**src/rtl/adam_clk_div_prog.sv**
```systemverilog
// -----------------------------------------------------------------------------
// adam_clk_div_prog
//   Runtime-programmable clock divider. It produces a registered divided clock
//   (o_out) and a one-cycle strobe (o_tick) that is high in every cycle where
//   o_out rises. The ratio is loaded over a valid/ready port. While running,
//   a new ratio is held in a pending slot and takes effect only at a period
//   boundary, so o_out never shows a runt pulse.
//
// Parameters
//   WIDTH      width of ratio, counter and status; max ratio 2**WIDTH-1
//   RESET_DIV  ratio in effect after reset (>= 2, < 2**WIDTH)
//
// Ports
//   i_clk          system clock, all logic on its rising edge
//   i_rst          asynchronous active-high reset
//   i_en           run request; a stop takes effect at the end of a period
//   i_div          requested ratio D (0 and 1 are clamped to 2)
//   i_div_valid    i_div is valid
//   o_div_ready    a ratio can be accepted (no ratio is pending)
//   o_div_active   effective ratio E currently in use
//   o_out          divided clock: high for H=(E+1)>>1 cycles, low for E-H
//   o_tick         one-cycle pulse in the cycle o_out rises
// -----------------------------------------------------------------------------
module adam_clk_div_prog #(
  parameter int WIDTH     = 8,
  parameter int RESET_DIV = 2
) (
  input  logic             i_clk,
  input  logic             i_rst,
  input  logic             i_en,
  input  logic [WIDTH-1:0] i_div,
  input  logic             i_div_valid,
  output logic             o_div_ready,
  output logic [WIDTH-1:0] o_div_active,
  output logic             o_out,
  output logic             o_tick
);

  localparam logic [WIDTH-1:0] RESET_E = WIDTH'(RESET_DIV);
  localparam logic [WIDTH-1:0] MIN_E   = WIDTH'(2);

  typedef enum logic {
    ST_STOP = 1'b0,
    ST_RUN  = 1'b1
  } state_t;

  state_t           r_state;
  state_t           w_state_next;
  logic [WIDTH-1:0] r_cnt;
  logic [WIDTH-1:0] w_cnt_next;
  logic [WIDTH-1:0] r_div_active;
  logic [WIDTH-1:0] w_div_active_next;
  logic [WIDTH-1:0] r_pend_val;
  logic [WIDTH-1:0] w_pend_val_next;
  logic             r_pending;
  logic             w_pending_next;
  logic             r_out;
  logic             w_out_next;
  logic             r_tick;
  logic             w_tick_next;

  logic [WIDTH-1:0] w_div_clamped;
  logic [WIDTH-1:0] w_cnt_inc;
  logic [WIDTH:0]   w_half;
  logic             w_xfer;
  logic             w_boundary;

  assign w_div_clamped = (i_div < MIN_E) ? MIN_E : i_div;
  // One extra bit so E = 2**WIDTH-1 does not wrap when adding 1.
  assign w_half        = ({1'b0, r_div_active} + (WIDTH+1)'(1)) >> 1;
  assign w_cnt_inc     = r_cnt + WIDTH'(1);
  assign w_xfer        = i_div_valid && !r_pending;
  assign w_boundary    = (r_cnt == (r_div_active - WIDTH'(1)));

  always_ff @(posedge i_clk or posedge i_rst) begin
    if (i_rst) begin
      r_state      <= ST_STOP;
      r_cnt        <= '0;
      r_div_active <= RESET_E;
      r_pend_val   <= '0;
      r_pending    <= 1'b0;
      r_out        <= 1'b0;
      r_tick       <= 1'b0;
    end else begin
      r_state      <= w_state_next;
      r_cnt        <= w_cnt_next;
      r_div_active <= w_div_active_next;
      r_pend_val   <= w_pend_val_next;
      r_pending    <= w_pending_next;
      r_out        <= w_out_next;
      r_tick       <= w_tick_next;
    end
  end

  always_comb begin
    w_state_next      = r_state;
    w_cnt_next        = r_cnt;
    w_div_active_next = r_div_active;
    w_pend_val_next   = r_pend_val;
    w_pending_next    = r_pending;
    w_out_next        = r_out;
    w_tick_next       = 1'b0;

    case (r_state)
      ST_STOP: begin
        w_cnt_next = '0;
        w_out_next = 1'b0;
        // A ratio accepted on the very edge that ended the last period can
        // be left pending; apply it now so the port does not stay blocked.
        if (r_pending) begin
          w_div_active_next = r_pend_val;
          w_pending_next    = 1'b0;
        end else if (w_xfer) begin
          w_div_active_next = w_div_clamped;
        end
        if (i_en) begin
          w_state_next = ST_RUN;
          w_out_next   = 1'b1;
          w_tick_next  = 1'b1;
        end
      end

      ST_RUN: begin
        if (w_boundary) begin
          if (r_pending) begin
            w_div_active_next = r_pend_val;
            w_pending_next    = 1'b0;
          end
          w_cnt_next = '0;
          if (i_en) begin
            w_out_next  = 1'b1;
            w_tick_next = 1'b1;
          end else begin
            w_state_next = ST_STOP;
            w_out_next   = 1'b0;
          end
        end else begin
          w_cnt_next = w_cnt_inc;
          w_out_next = ({1'b0, w_cnt_inc} < w_half);
        end
        // Transfers only happen with nothing pending, so this never collides
        // with the boundary consuming the pending slot above.
        if (w_xfer) begin
          w_pending_next  = 1'b1;
          w_pend_val_next = w_div_clamped;
        end
      end

      default: begin
        w_state_next = ST_STOP;
      end
    endcase
  end

  assign o_div_ready  = !r_pending;
  assign o_div_active = r_div_active;
  assign o_out        = r_out;
  assign o_tick       = r_tick;

endmodule

```
**config.mk**
```make
export PLATFORM = sky130hd
export DESIGN_NAME = adam_clk_div_prog
export DESIGN_NICKNAME = d
export VERILOG_FILES = /design/src/rtl/adam_clk_div_prog.sv
export SDC_FILE = /design/constraint.sdc
export NUM_CORES = 1
export LEC_CHECK = 0
export BUFFER_PORTS_ARGS = -buffer_cell sky130_fd_sc_hd__buf_4
export CAP_MARGIN = 15
export CORE_UTILIZATION = 57
export CTS_BUF_LIST = sky130_fd_sc_hd__clkbuf_4 sky130_fd_sc_hd__clkbuf_8 sky130_fd_sc_hd__clkbuf_16
export CTS_CLUSTER_SIZE = 28
export DETAILED_ROUTE_END_ITERATION = 16
export PLACE_DENSITY = 0.81
export SLEW_MARGIN = 20
export SYNTH_ARGS = -nofsm -noshare
export SYNTH_HDL_FRONTEND = slang
export SYNTH_SLANG_ARGS = --single-unit
```
**constraint.sdc**
```tcl
create_clock -name i_clk -period 2.81 [get_ports i_clk]
set_input_delay 0.4215 -clock i_clk [delete_from_list [all_inputs] [get_ports i_clk]]
set_output_delay 0.4215 -clock i_clk [all_outputs]
set_load 0.005 [all_outputs]
```
# Word level (Yosys, flattened, before mapping)
# Cells that the tools add are included.
# word_totals
in_bits	12
reg_bits	28
wordCells	40
# op_classes
reduce_logical	4
mux	18
bitwise_logic	1
add_sub_neg	3
n_lt_le_gt_ge	2
n_eq_ne	5
# ops
op	count
$mux W8	6
$pmux W8 S2	2
$add A8 B1 Y9 const B	1
$add A8 B1 Y8 const B	1
$eq A8 B8 Y1	1
$lt A8 B2 Y1 const B	1
$lt A8 B8 Y1	1
$pmux W1 S2	4
$sub A8 B1 Y8 const B	1
$mux W1	6
$ne A2 B1 Y1 const B	2
$ne A3 B1 Y1 const B	1
$ne A3 B3 Y1 const B	1
$reduce_and A3 Y1	1
$reduce_and A2 Y1	1
$logic_and A1 B1 Y1	1
$logic_not A1 Y1	1
$not A1 Y1	1

# Depth between registers and ports, before layout
# depth
ltp_word	5
mapped_depth	11

# Worst setup path before layout
# No wires, ideal clock.
# synth_timing
kind	flip-flop to flip-flop
startpoint	reg r_div_active[2], in the netlist o_div_active[2]
endpoint	reg r_div_active[2], in the netlist o_div_active[2]
stages_incl_launch_ff	8
setup_slack_ns	0.470
arrival_time_ns	2.215
synth_period_minus_slack_ns	2.340
required_time_ns	2.685
cell_sequence	dfrtp_1 buf_6 or4_4 o221ai_1 nor3b_2 a211oi_4 a21oi_4 mux2_4
# synth_between
elab_chain_len	4
# synth_rtl
element	line	rtl
from (decl)	51	logic [WIDTH-1:0] r_div_active;
from (signal assigned)	87	r_div_active <= w_div_active_next;
$sub A8 B1 Y8	73	assign w_boundary = (r_cnt == (r_div_active - WIDTH'(1)));
$eq A8 B8 Y1	73	
$ne A2 B1 Y1 (no line)	-	
$reduce_and A3 Y1 (no line)	-	
# Every way passes these cells.
# A chain may end at the register's enable or synchronous reset.

# Final worst setup path
# layout_timing
startpoint	reg r_div_active[2], in the netlist o_div_active[2]
endpoint	reg r_out, in the netlist o_out
# layout_between
elab_chain_len	4
elab_cells_between_ends	6
cone_classes	add/sub (2); order compare (1); eq/ne (1); mux (2)
# layout_rtl
element	line	rtl
$add A8 B1 Y9 / $sub A8 B1 Y8 (equally long branches)	70, 73	
$lt A8 B8 Y1 / $eq A8 B8 Y1 (equally long branches)	139, 73	
$mux W1 *	124	if (w_boundary) begin
$pmux W1 S2 *	104	case (r_state)
net w_out_next	58	logic w_out_next;
to (signal assigned)	90	r_out <= w_out_next;
to (decl)	57	logic r_out;
# The timed path passes the listed nets; every way through them passes the cells marked *.

==> impl_results.md <==
* Mapped Nets at 194
* Number of primary I/O pins at 23
* Initial DRC count at 50
* Post-CTS Repair Setup Buffers at 0
* Drt drc at 0
* CTS tree: yes
* Vias at 1282
* Root buf cell: clkbuf_4
* Largest net degree at the start of global routing at 29
* GP Congestion at 0.787
* Num CTS Buffers at 3
* Final Non-Filler Cells at 234
* Post-synth EDFFs at 0
* Slowest stage delay, CP at 610 ps
* WP data required at 3070 ps
* Vias per Instance at 5.48
* Clock sinks at 28
* Seq/Total Area, Yosys at 0.390
* YS warnings at 0
* Drt first pass iters at 4
* Synth async-reset ratio at 1.00
* CTS resizes at 0
* N_diodes at 0
* WS Path Type: reg2reg
* Crit. End Element: flip-flop
* Share of post-route cells with drive strength above 1 at 0.263
* Chip height at 58.2 µm
* H-tree depth at 1
* Tmin final at 2640 ps
* Largest cells by area after synthesis: dfrtp_1 38%, xnor2_1 7.3%, ha_1 7.0%
* Post-route ant nets at 0
* First-pass GRT wire length at 5.58 mm
* Status: finished, final reports clean
* CP Buf/Inv Count at 0
* Pwr dens at 1080 nW/µm²
* Unique cell type count in the Yosys netlist at 40
* Total global routing overflow at 0
* Final #Nets at 213
* Later-pin clock latency in the skew report at 340 ps
* DR WL/cell at 14.3 µm
* Core Box Area at 3030 µm²
* Synth area leader: dfrtp_1
* Initial antenna violation count at 0
* Chip width at 58.2 µm
* Synth Register Bits at 28
* Hold Crit Class: in2async
* PortBufs at 22
* Initial core utilization at 0.594
* Setup TNS at 0 ps
* Clk buf depth at 2
* Period utilization at 0.941
* Worst slew pin tran at 590 ps
* Dpl hpwl at 2.62 mm
* Maximum capacitance violations at 0
* Worst path slowest cell: or4_4
* Fmax at 0.378 GHz
* Placed cells at 230
* Worst-path clk slew at 160 ps
* Crit path arrival time at 2910 ps
* Slew headroom at 0.606
* DRT Wirelength at 3.35 mm
* Max Slew Vio Count at 0
* Area grow syn2layout at 12.7%
* Peak VDD IR at 0.000579 V
* Yosys top cell area share at 0.376
* Ys flop type: dfrtp_1
* Most frequent cells in the layout: 27 x dfrtp_1, 22 x buf_4, 15 x xnor2_1
* RSZ-0062 raised after global routing: no
* Cell chain of the critical path: or4_4 -> nor4_2 -> nor3b_2 -> a211oi_4 -> nand2b_1 -> mux2i_1
* Final Setup Violations at 0
* Fin. Hold Viols at 0
* Die area at 3380 µm²
* Skew final at 17.4 ps
* Crit Path Max Fanout at 11
* Post-CTS Hold Buffers at 0
* Crit-path leading delay family: simple AND/OR/NAND/NOR gates
* Most common cell after layout, fill and taps aside: dfrtp_1
* Vias in the first global route at 1281
* Leakage at 0.941 nW
* FILL cells at 234
* Gate Count Post-Synth at 172
* Gr usage total at 0.215
* Cell area after synthesis at 1800 µm²
* Syn Area/Cell at 10.5 µm²
* Crit start category: flip-flop
* Row count at 20
state kept, by name (all words and copies together) (netlist names):
name and cells:
o_div_active 8, r_pend_val 8, r_pending 1, o_out 1, r_cnt 8, o_tick 1, r_state 1
area by class of cell:
| type | instances | area (µm²) | area share |
|---|---|---|---|
| multi-input combinational | 129 | 1030 | 0.506 |
| sequential | 28 | 702 | 0.346 |
| timing repair buffer | 22 | 165 | 0.0815 |
| tap | 44 | 55.1 | 0.0272 |
| clock inverter | 1 | 30.0 | 0.0148 |
| inverter | 7 | 26.3 | 0.0130 |
| clock buffer | 3 | 22.5 | 0.0111 |
path summary, 6_finish.rpt:
check / start / end / slack, ps / cells after the start
setup / recovery: o_div_active[2] / o_out / 170 / 6
hold / removal: i_rst / r_pend_val[5] / 130 / 2
setup reg to reg: o_div_active[2] / o_out / 170 / 6
hold reg to reg: r_pend_val[5] / r_pend_val[5] / 530 / 1
max in group asynchronous: i_rst / o_div_active[7] / 2290 / 2
min in group i_clk: i_en / o_tick / 310 / 2
stage by stage:
stage | setup WS, ps | hold WS (ps) | total power [mW] | cell area [µm²] | util
final | 165 | 126 | 2.20 | 2030 | 0.669
after global placement | 329 | 458 | 1.86 | 1970 | 0.652
after detailed placement | 217 | 492 | 1.94 | 1970 | 0.652
after floorplan | 470 | 444 | 1.65 | 1800 | -
after CTS | 166 | 306 | 2.21 | 2030 | 0.669
after global routing | 19.0 | 173 | 2.37 | 2030 | 0.669
metal layers:
metal | share of wire | global-route usage | wire [µm] | vias up
li1 | - | - | - | 631
met1 | 0.45 | 0.274 | 1520 | 622
met2 | 0.51 | 0.381 | 1710 | 23
met3 | 0.021 | 0.0223 | 69 | 6
met4 | 0.017 | 0.0680 | 56 | 0
met5 | 0 | 0 | 0 | -
cell usage after synthesis, types with 2 or more instances:
library cell,n
dfrtp_1,27
xnor2_1,15
nor2_1,14
mux2_2,11
ha_1,10
nand2_1,9
nand3_1,8
o21ai_0,8
xor2_1,8
inv_1,7
nor2b_1,6
mux2_4,5
mux2i_1,5
a21oi_1,3
clkbuf_1,3
nand4_1,3
nor3_1,3
a21o_1,2
and2_1,2
buf_2,2
nand2b_1,2
cells by family (layout without fill, tap and decap cells):
logic type	after synthesis	after routing	synth area share
AOI/OAI and AO/OA	19	19	0.0766
xor gates and xnor gates	23	23	0.112
adders and majority gates	10	10	0.0696
buffers and inverters	15	33	0.0390
DFF	28	28	0.390
muxes	21	21	0.138
and+or+nand+nor	56	56	0.174
power breakdown:
part	switching, mW	leakage [nW]	internal [mW]
clock network	0.123	0.0279	0.144
logic	0.491	0.576	0.625
registers	0.236	0.337	0.578
total	0.850	0.941	1.35
Power figures use the tool's default switching activity.
